`src/rtl/fetch_npc_unit_pkg.sv`:
```
// Shared MIPS definitions for the fetch stage: reset vector, opcodes and
// the next-PC source encoding used between select logic and the calculator.
package mips_defs;

    localparam logic [31:0] PC_RESET = 32'h0000_3000;
    localparam logic [31:0] NOP_WORD = 32'h0000_0000;

    localparam logic [5:0] OP_SPECIAL = 6'h00;
    localparam logic [5:0] OP_J       = 6'h02;
    localparam logic [5:0] OP_JAL     = 6'h03;
    localparam logic [5:0] OP_BEQ     = 6'h04;
    localparam logic [5:0] OP_BNE     = 6'h05;
    localparam logic [5:0] FUNCT_JR   = 6'h08;
    localparam logic [5:0] FUNCT_JALR = 6'h09;

    typedef enum logic [1:0] {
        NPC_SEQ = 2'd0,
        NPC_BR  = 2'd1,
        NPC_J   = 2'd2,
        NPC_JR  = 2'd3
    } npcSel_e;

    // Word offset of a branch: sign-extended imm16 scaled to bytes.
    function automatic logic signed [31:0] branchOffset(input logic [15:0] imm);
        logic signed [31:0] ext;
        ext = {{16{imm[15]}}, imm};
        return ext <<< 2;
    endfunction

endpackage

```
`src/rtl/fetch_npc_unit_npc_calc.sv`:
```
// Purely combinational next-PC calculator: forms every candidate target
// and returns the one chosen by the select input.
module npc_calc
    import mips_defs::*;
(
    input  logic [31:0] pcF,
    input  logic [31:0] pc4D,
    input  logic [25:0] instrD,
    input  logic [31:0] rsFwdD,
    input  npcSel_e     sel,
    output logic [31:0] npc
);

    logic signed [31:0] brOffset;
    logic [31:0]        brTarget;
    logic [31:0]        jTarget;
    logic [31:0]        seqTarget;

    assign brOffset  = branchOffset(instrD[15:0]);
    assign brTarget  = pc4D + $unsigned(brOffset);
    assign jTarget   = {pc4D[31:28], instrD, 2'b00};
    assign seqTarget = pcF + 32'd4;

    always_comb begin
        npc = seqTarget;
        unique case (sel)
            NPC_SEQ: npc = seqTarget;
            NPC_BR:  npc = brTarget;
            NPC_J:   npc = jTarget;
            NPC_JR:  npc = rsFwdD;
            default: npc = seqTarget;
        endcase
    end

endmodule

```
`src/rtl/fetch_npc_unit.sv`:
```
// IF stage: PC register, prioritised next-PC selection and the IF/ID
// register. Delayed-branch: the slot behind a redirect is never flushed.
module fetch_npc_unit
    import mips_defs::*;
#(
    parameter logic [31:0] PC_RESET = mips_defs::PC_RESET,
    parameter logic [31:0] NOP_WORD = mips_defs::NOP_WORD
)(
    input  logic        clk,
    input  logic        reset,
    input  logic        StallF,
    input  logic [31:0] InstrF,
    input  logic        Branch,
    input  logic        JumpD,
    input  logic        JrD,
    input  logic [31:0] RsFwdD,
    output logic [31:0] PCF,
    output logic [31:0] InstrD,
    output logic [31:0] PC4D,
    output logic [31:0] PC8D,
    output logic        ValidD,
    output logic        RedirectD
);

    npcSel_e     npcSel;
    logic [31:0] npc;
    logic [31:0] pcSeq;

    assign pcSeq = PCF + 32'd4;
    assign PC8D  = PC4D + 32'd4;

    // Redirects only count for a real ID instruction; jr beats j beats branch.
    always_comb begin
        npcSel = NPC_SEQ;
        if (ValidD) begin
            if (JrD)
                npcSel = NPC_JR;
            else if (JumpD)
                npcSel = NPC_J;
            else if (Branch)
                npcSel = NPC_BR;
        end
    end

    assign RedirectD = ValidD & ~StallF & (JrD | JumpD | Branch);

    npc_calc uNpcCalc (
        .pcF    (PCF),
        .pc4D   (PC4D),
        .instrD (InstrD[25:0]),
        .rsFwdD (RsFwdD),
        .sel    (npcSel),
        .npc    (npc)
    );

    // A stall freezes everything, so stale redirect operands are never used.
    always_ff @(posedge clk) begin
        if (reset) begin
            PCF    <= PC_RESET;
            InstrD <= NOP_WORD;
            PC4D   <= PC_RESET;
            ValidD <= 1'b0;
        end else if (!StallF) begin
            PCF    <= npc;
            InstrD <= InstrF;
            PC4D   <= pcSeq;
            ValidD <= 1'b1;
        end
    end

endmodule

```
`config.mk`:
```
export PLATFORM = sky130hd
export DESIGN_NAME = fetch_npc_unit
export DESIGN_NICKNAME = d
export VERILOG_FILES = /design/src/rtl/fetch_npc_unit_pkg.sv /design/src/rtl/fetch_npc_unit_npc_calc.sv /design/src/rtl/fetch_npc_unit.sv
export SDC_FILE = /design/constraint.sdc
export NUM_CORES = 1
export LEC_CHECK = 0
export CORE_ASPECT_RATIO = 1.75
export CORE_UTILIZATION = 50
export DETAILED_ROUTE_END_ITERATION = 7
export PLACE_DENSITY_LB_ADDON = 0.12
export SYNTH_ARGS = -nofsm -noshare
export SYNTH_HDL_FRONTEND = slang
export SYNTH_HIERARCHICAL = 1
export SYNTH_SLANG_ARGS = --single-unit
```
`constraint.sdc`:
```
create_clock -name clk -period 3.3 [get_ports clk]
set_input_delay 0.33 -clock clk [delete_from_list [all_inputs] [get_ports clk]]
set_output_delay 0.33 -clock clk [all_outputs]
set_load 0.03 [all_outputs]
```
; ---- Word level (Yosys, flattened, before mapping)
; Cells that the tools add are included.
[totals]
mem_bits_rw = 0
latch_bits = 0
out_inout_bits = 130
n_memories = 0
rom_bits = 0
wordCells = 21
in_bits = 70
reg_bits = 97
[op_classes]
n_addsub = 3
n_lt_le_gt_ge = 0
bitwise = 5
reduce_logical = 1
mul = 0
shift = 0
eq_ne = 3
n_div = 0
n_mux = 5
[op_table]
columns = operator, count
row1 = $pmux 32 s4, 1
row2 = $add 32x3->32 const B, 2
row3 = $add 32x32->32, 1
row4 = $mux 2, 3
row5 = $eq 2x2->1 const B, 2
row6 = $and 1x1->1, 2
row7 = $eq 2x1->1 const B, 1
row8 = $logic_not 2->1, 1
row9 = $or 1x1->1, 2
row10 = $mux 1, 1
row11 = $not 1->1, 1

; ---- Depth between registers and ports, before layout
; Gate-level depths: netlist of the first run.
[logic_depth]
depth_word = 6
mapped_depth = 13

; ---- Hierarchy
; Netlist of the first run, hierarchy kept.
[modules_own_cells]
columns = mod, area_per_inst_um2, instances, cells_each, seq_area_each_um2
row1 = fetch_npc_unit, 4613.2, 1, 512, 1941.9
row2 = npc_calc, 3229.3, 1, 438, 0.0

; ---- Worst setup path before layout of the first run
; OpenSTA, ideal clock, no wires.
[synth_timing]
kind = register -> register
start = register PC4D[2]
end = register PCF[22]
required_ns = 3.172
setup_time_ns = 0.128
arrival_ns = 2.874
stages_incl_launch_ff = 13
slack_ns = 0.298
cell_sequence = dfxtp_1 ha_1 inv_1 fa_1 nor2b_4 o2111ai_1 a21oi_2 o21ai_1 o31ai_1 xor2_1 mux4_2 mux2i_1 nor2_1
[synth_between]
elab_chain_len = 2
[synth_lines]
columns = element, line_no
row1 = "start, declared", fetch_npc_unit.sv:19  ; output logic [31:0] PC4D,
row2 = "start signal, assigned", fetch_npc_unit.sv:66  ; PC4D <= pcSeq;
row3 = $add 32x32->32, fetch_npc_unit_npc_calc.sv:20  ; assign brTarget = pc4D + $unsigned(brOffset);
row4 = $pmux 32 s4, fetch_npc_unit_npc_calc.sv:26  ; unique case (sel)
row5 = named net npc[22], fetch_npc_unit.sv:26  ; logic [31:0] npc;
row6 = "end signal, assigned", fetch_npc_unit.sv:64  ; PCF <= npc;
row7 = "end, declared", fetch_npc_unit.sv:17  ; output logic [31:0] PCF,
; The timed path passes the listed nets, and every way through them passes these cells.
; A chain may end at the register's enable or synchronous reset.

; ---- Worst setup path in the final report of the first run
[layout_timing]
start = register InstrD[0]
end = register PCF[22]
[layout_between]
elab_chain_len = 2
[layout_lines]
columns = element, line_no
row1 = "start, declared", fetch_npc_unit.sv:18  ; output logic [31:0] InstrD,
row2 = "start signal, assigned", fetch_npc_unit.sv:65  ; InstrD <= InstrF;
row3 = $add 32x32->32, fetch_npc_unit_npc_calc.sv:20
row4 = $pmux 32 s4, fetch_npc_unit_npc_calc.sv:26
row5 = named net npc[22], fetch_npc_unit.sv:26
; The timed path passes the listed nets, and every way through them passes these cells.

==> results.json, run 1 <==
{
  "status": "finished, final reports clean",
  "post-cts-setup-buffers": 0,
  "crit_type": "reg2reg",
  "skew_ns": 0.01059,
  "synthCells": 950,
  "portBuffers": 199,
  "layout.nets": 1254,
  "dpl.hpwl_mm": 22.98,
  "hold_path_class": "in2reg",
  "fp.coreArea_sq_um": 15310,
  "gp_congestion": 0.9868,
  "clockBufferDepth": 2,
  "cpLargestDelayFamily": "compound AO/OA/AOI/OAI gates",
  "grt_pass1_vias": 8326,
  "ys.flop_type": "dfxtp_1",
  "avgRoutedWirePerCell_microns": 22.18,
  "startpoint_type": "flip-flop",
  "grt_first_pass_wirelength_mm": 45.54,
  "vdd_drop_max_mv": 0.2651,
  "final_common_cell": "clkdlybuf4s50_1",
  "cts_tree": "built",
  "synth_edf_count": 0,
  "via_per_inst": 6.225,
  "maxCapViolCount": 0,
  "grt_max_degree": 83,
  "path_max_fanout": 5,
  "fin_crit_sh_pct": 92.53,
  "synth.area.top_cells": "dfxtp_1 25%, mux2i_1 9.2%, xnor2_1 6.7%, nor2_1 6.0%, mux4_2 5.2%",
  "multi_input_area_sq_um": 5508,
  "utilization_pct": 68.72,
  "slowest_stage": "mux4_2",
  "p_leak_nw": 4.070,
  "cp-end-kind": "flip-flop",
  "via_count": 8354,
  "clockRootBuffer": "clkbuf_16",
  "cts_resized": 0,
  "drive_gt1_share_pct": 10.12,
  "yosys.area.top_type": "dfxtp_1",
  "initial_core_util_pct": 51.21,
  "async_flop_share_pct": 0,
  "antenna_left": 0,
  "hold_viol": 0,
  "insertedDiodeCount": 0,
  "yosysWarnings": 6,
  "total_power_w": 0.003782,
  "antenna_found_initial": 0,
  "arrival_ns": 3.28,
  "slew_headroom_pct": 36.29,
  "die_w_microns": 96.67,
  "fill_cells": 1344,
  "syn_area_per_cell_sq_um": 8.255,
  "die_h_microns": 167.7,
  "clock_sinks": 97,
  "max_stage_delay_ns": 0.45,
  "rows": 60,
  "seqCellArea_sq_um": 1943,
  "rsz0062_at_grt": "no",
  "cts_buffers": 9,
  "yosysTopAreaCellShare_pct": 24.76,
  "drc": 0,
  "path_clk_slew_ns": 0.07,
  "fin_crit_ns": 3.053,
  "powerDensity_nw_per_um2": 359.3,
  "setup_violations": 0,
  "yosysUniqueCellTypes": 74,
  "grt-ovfl-total": 0,
  "ys_seq_area_share_pct": 24.76,
  "die_area_sq_um": 16210,
  "track_usage_pct": 36.11,
  "syn_area_sq_um": 7843,
  "totalWireLength_mm": 29.76,
  "crit_required_ns": 3.53,
  "critPathBufInv": 1,
  "fmax_mhz": 327.5,
  "ys_ff_latch": 97,
  "tightest_slew_ns": 0.9557,
  "whs_ns": 0.3302,
  "cts_hold_buf": 0,
  "htree_levels": 3,
  "worstSkewPairLatency_ns": 0.35,
  "slew_violations": 0,
  "first_iter_violations": 484,
  "drtPass1Iterations": 5,
  "area_growth_pct": 34.19,
  "cp_cell_sequence": "ha_1 -> inv_1 -> fa_1 -> nor2b_4 -> o2111ai_1 -> a21oi_2 -> o21ai_1 -> o31ai_1 -> xor2_1 -> mux4_2 -> mux2i_1 -> nor2_1",
  "final_cell_mix": "197 x clkdlybuf4s50_1, 123 x nor2_1, 96 x dfxtp_1",
  "ios": 200,
  "tns_ns": 0,
  "synth_nets": 1053
}
## stage by stage
stage	cell area, sq um	cells	worst slack, ns
floorplan	7843	950	0.2981
global placement	10190	1326	0.4108
detailed placement	10190	1326	0.3084
CTS	10520	1342	0.1759
global route	10520	1342	0.1049
finish	10520	1342	0.2467
## worst min-delay path, cell delays in order
cell and delay (ns):
buf_4 0.18, nand2_1 0.07, a21oi_1 0.05
## registers in the layout (all words and copies together), names as in the netlist
name and count:
PC4D 32, InstrD 32, PCF 32, ValidD 1
## metal layers
metal | track usage, % | vias up | part of all wire, %
met4 | 34.78 | 0 | 11
li1 | - | 3905 | -
met1 | 34.90 | 3923 | 33
met2 | 64.82 | 384 | 51
met3 | 4.674 | 142 | 5.0
met5 | 0 | - | 0
## kinds of logic (layout without fill, tap and decap cells)
group	Yosys count	in the layout	share of synthesized area [%]
AND/OR/NAND/NOR	371	371	24.25
AO/OA/AOI/OAI	184	184	16.18
flip-flops	97	97	24.76
multiplexers	92	92	14.65
buffers and inverters	87	293	5.201
XOR/XNOR	86	86	9.604
adder cells (fa/ha/maj)	33	33	5.361
## cells in the mapped netlist, types with 5 or more instances
cell,instances
and4_1,12
mux4_2,18
a311oi_1,17
buf_6,5
ha_1,32
o21ai_0,25
buf_2,7
a21oi_1,45
dfxtp_1,97
nor2b_1,7
o31ai_1,16
a21oi_2,5
o21ai_1,8
and3_1,17
a21o_1,13
o211ai_1,5
xnor2_1,60
xor2_1,26
a211oi_1,9
inv_1,22
clkbuf_1,43
nand3_1,42
nand2_1,57
or4_1,15
nor4_1,6
nor3_1,22
nand4_1,30
mux2i_1,72
nor2_1,125
or3_1,7
and2_1,5
## cell type report
class / instances / share of cell area [%]
multi-input cells: 766 / 52.34
repair buffers: 254 / 23.04
flip-flops and latches: 97 / 18.46
clock buffers: 11 / 2.307
well taps: 186 / 2.211
clock inverters: 5 / 0.8204
inverters: 23 / 0.8204
## final timing paths
kind           endpoint  slack, ns  depth (start not counted)       start
min reg2reg  InstrD[28]       0.50                          2  InstrD[28]
min             PC4D[4]       0.33                          3      StallF
max             PCF[22]       0.25                         12   InstrD[0]
max reg2reg     PCF[22]       0.25                         12   InstrD[0]
## where the power goes
| part | switching [W] | internal [W] | leakage (nW) |
|---|---|---|---|
| Combinational | 0.000681 | 0.000543 | 3.11 |
| Sequential | 0.000123 | 0.00124 | 0.797 |
| Clock | 0.000500 | 0.000692 | 0.160 |
Power figures use the tool's default switching activity.
==> run 2, diff against run 1 <==
Settings changed: DONT_BUFFER_PORTS from default to 1.
Clock period 3.3 ns to 3.4 ns, I/O delays scaled along.
==> results.json, run 2 (synthesis gave the netlist of run 1 again) <==
{
  "status": "finished, final reports clean",
  "cpLargestDelayFamily": "compound AO/OA/AOI/OAI gates",
  "clockRootBuffer": "clkbuf_16",
  "pwr-share-seq_pct": 39.8,
  "setup_violations": 0,
  "seqCellArea_sq_um": 1942,
  "grt_max_degree": 99,
  "final_common_cell": "nor2_1",
  "via_count": 7738,
  "pwr-share-comb_pct": 29.3,
  "multi_input_area_sq_um": 5508,
  "drive_gt1_share_pct": 16.14,
  "fp.coreArea_sq_um": 15310,
  "slew_violations": 0,
  "cts_tree": "built",
  "cp_cell_sequence": "buf_4 -> ha_1 -> a21oi_1 -> o21ai_0 -> a221o_1 -> a21oi_2 -> o31ai_1 -> xor2_1 -> mux4_2 -> mux2i_1 -> nor2_1",
  "reg_top3": "InstrD (32), PC4D (32), PCF (32)",
  "path_max_fanout": 10,
  "max_stage_delay_ns": 0.58,
  "cp-end-kind": "flip-flop",
  "dpl.hpwl_mm": 23.68,
  "place_area_sq_um": 8534,
  "reg2reg_slack_ns": 0.29,
  "switchingPower_w": 0.001232,
  "skew_ns": 0.01156,
  "totalWireLength_mm": 29.78,
  "antenna_found_initial": 2,
  "cts_hold_buf": 0,
  "grt-ovfl-total": 0,
  "final_cell_mix": "123 x nor2_1, 102 x buf_4, 97 x dfxtp_1",
  "slew_headroom_pct": 30.68,
  "arrival_ns": 3.36,
  "track_usage_pct": 36.21,
  "whs_ns": 0.04562,
  "avgRoutedWirePerCell_microns": 25.01,
  "portBuffers": 0,
  "place_inst": 1174,
  "layout.nets": 1102,
  "design_area_sq_um": 8823,
  "worstHoldStart": "reset",
  "powerDensity_nw_per_um2": 374.5,
  "r2r-start": "InstrD[15]",
  "rsz0062_at_grt": "no",
  "fmax_mhz": 321.0,
  "setup.worst_path.start": "InstrD[15]",
  "grt_first_pass_wirelength_mm": 44.56,
  "critPathBufInv": 1,
  "vdd_drop_max_mv": 0.2582,
  "hold_path_class": "in2reg",
  "startpoint_type": "flip-flop",
  "crit_type": "reg2reg",
  "fin_crit_ns": 3.115,
  "drc": 0,
  "fill_cells": 1419,
  "tightest_slew_ns": 1.030,
  "drtPass1Iterations": 4,
  "fin_cells": 1191,
  "post-cts-setup-buffers": 0,
  "die_area_sq_um": 16210,
  "clockBufferDepth": 2,
  "hold_viol": 0,
  "path_clk_slew_ns": 0.08,
  "htree_levels": 3,
  "pwr-share-clk_pct": 30.9,
  "grt_pass1_vias": 7918,
  "clock_sinks": 97,
  "die_h_microns": 167.7,
  "slowest_stage": "dfxtp_1",
  "p_int_w": 0.002072,
  "switching_share_pct": 37.29,
  "whs_path_depth": 1,
  "first_iter_violations": 372,
  "p_leak_nw": 3.558,
  "rows": 60,
  "crit_required_ns": 3.65,
  "cts_resized": 0,
  "antenna_left": 0,
  "ios": 200,
  "maxCapViolCount": 0,
  "die_w_microns": 96.67,
  "via_per_inst": 6.497,
  "worstSkewPairLatency_ns": 0.36,
  "crit_cells": 11,
  "area_growth_pct": 12.51,
  "tns_ns": 0,
  "fin_crit_sh_pct": 91.62,
  "cts_buffers": 9,
  "gp_congestion": 0.9670,
  "initial_core_util_pct": 51.21,
  "reg2reg_depth": 11
}
==> run 2: changes by cell type in the layout (fill, tap and decap cells not counted), sizes merged <==
cell           before  now
clkinv              3    4
clkdlybuf4s50     197    0
buf                57  102
inv                23   26
diode               0    1
clkbuf             11    9
bufinv              2    0
==> run 2: final cells by class <==
type,instances,area share [%]
Timing Repair Buffer,102,8.678
Clock buffer,9,2.552
Multi-Input combinational cell,766,62.42
Antenna cell,1,0.02836
Inverter,23,0.9784
Tap cell,186,2.638
Sequential cell,97,22.01
Clock inverter,7,0.6948
==> run 2: path summary, 6_finish.rpt <==
path	to
setup reg to reg	PCF[24]
hold / removal	InstrD[31]
setup / recovery	PCF[24]
hold reg to reg	PCF[2]
==> run 2: power by group through the flow <==
stage	combinational [W]	clock [W]	sequential, W
after detailed placement	0.000959	0	0.00134
after global routing	0.00103	0.00108	0.00132
after floorplan	0.000554	0	0.00146
after CTS	0.000962	0.00104	0.00131
final	0.000968	0.00102	0.00131
after global placement	0.000951	0	0.00134
==> run 2: metrics by stage <==
step                util (%)  total power, W  setup WS (ns)
floorplan                  -        0.002013         0.3981
global placement       55.73        0.002290         0.3470
detailed placement     55.73        0.002300         0.3176
CTS                    57.60        0.003320         0.2978
global route           57.60        0.003424         0.1543
finish                 57.61        0.003304         0.2851
==> run 2: routing by layer <==
layer / track usage, % / share of wire, %
met1: 30.90 / 31
met2: 67.09 / 52
met3: 8.055 / 5.6
met4: 35.37 / 11
met5: 0 / 0.044
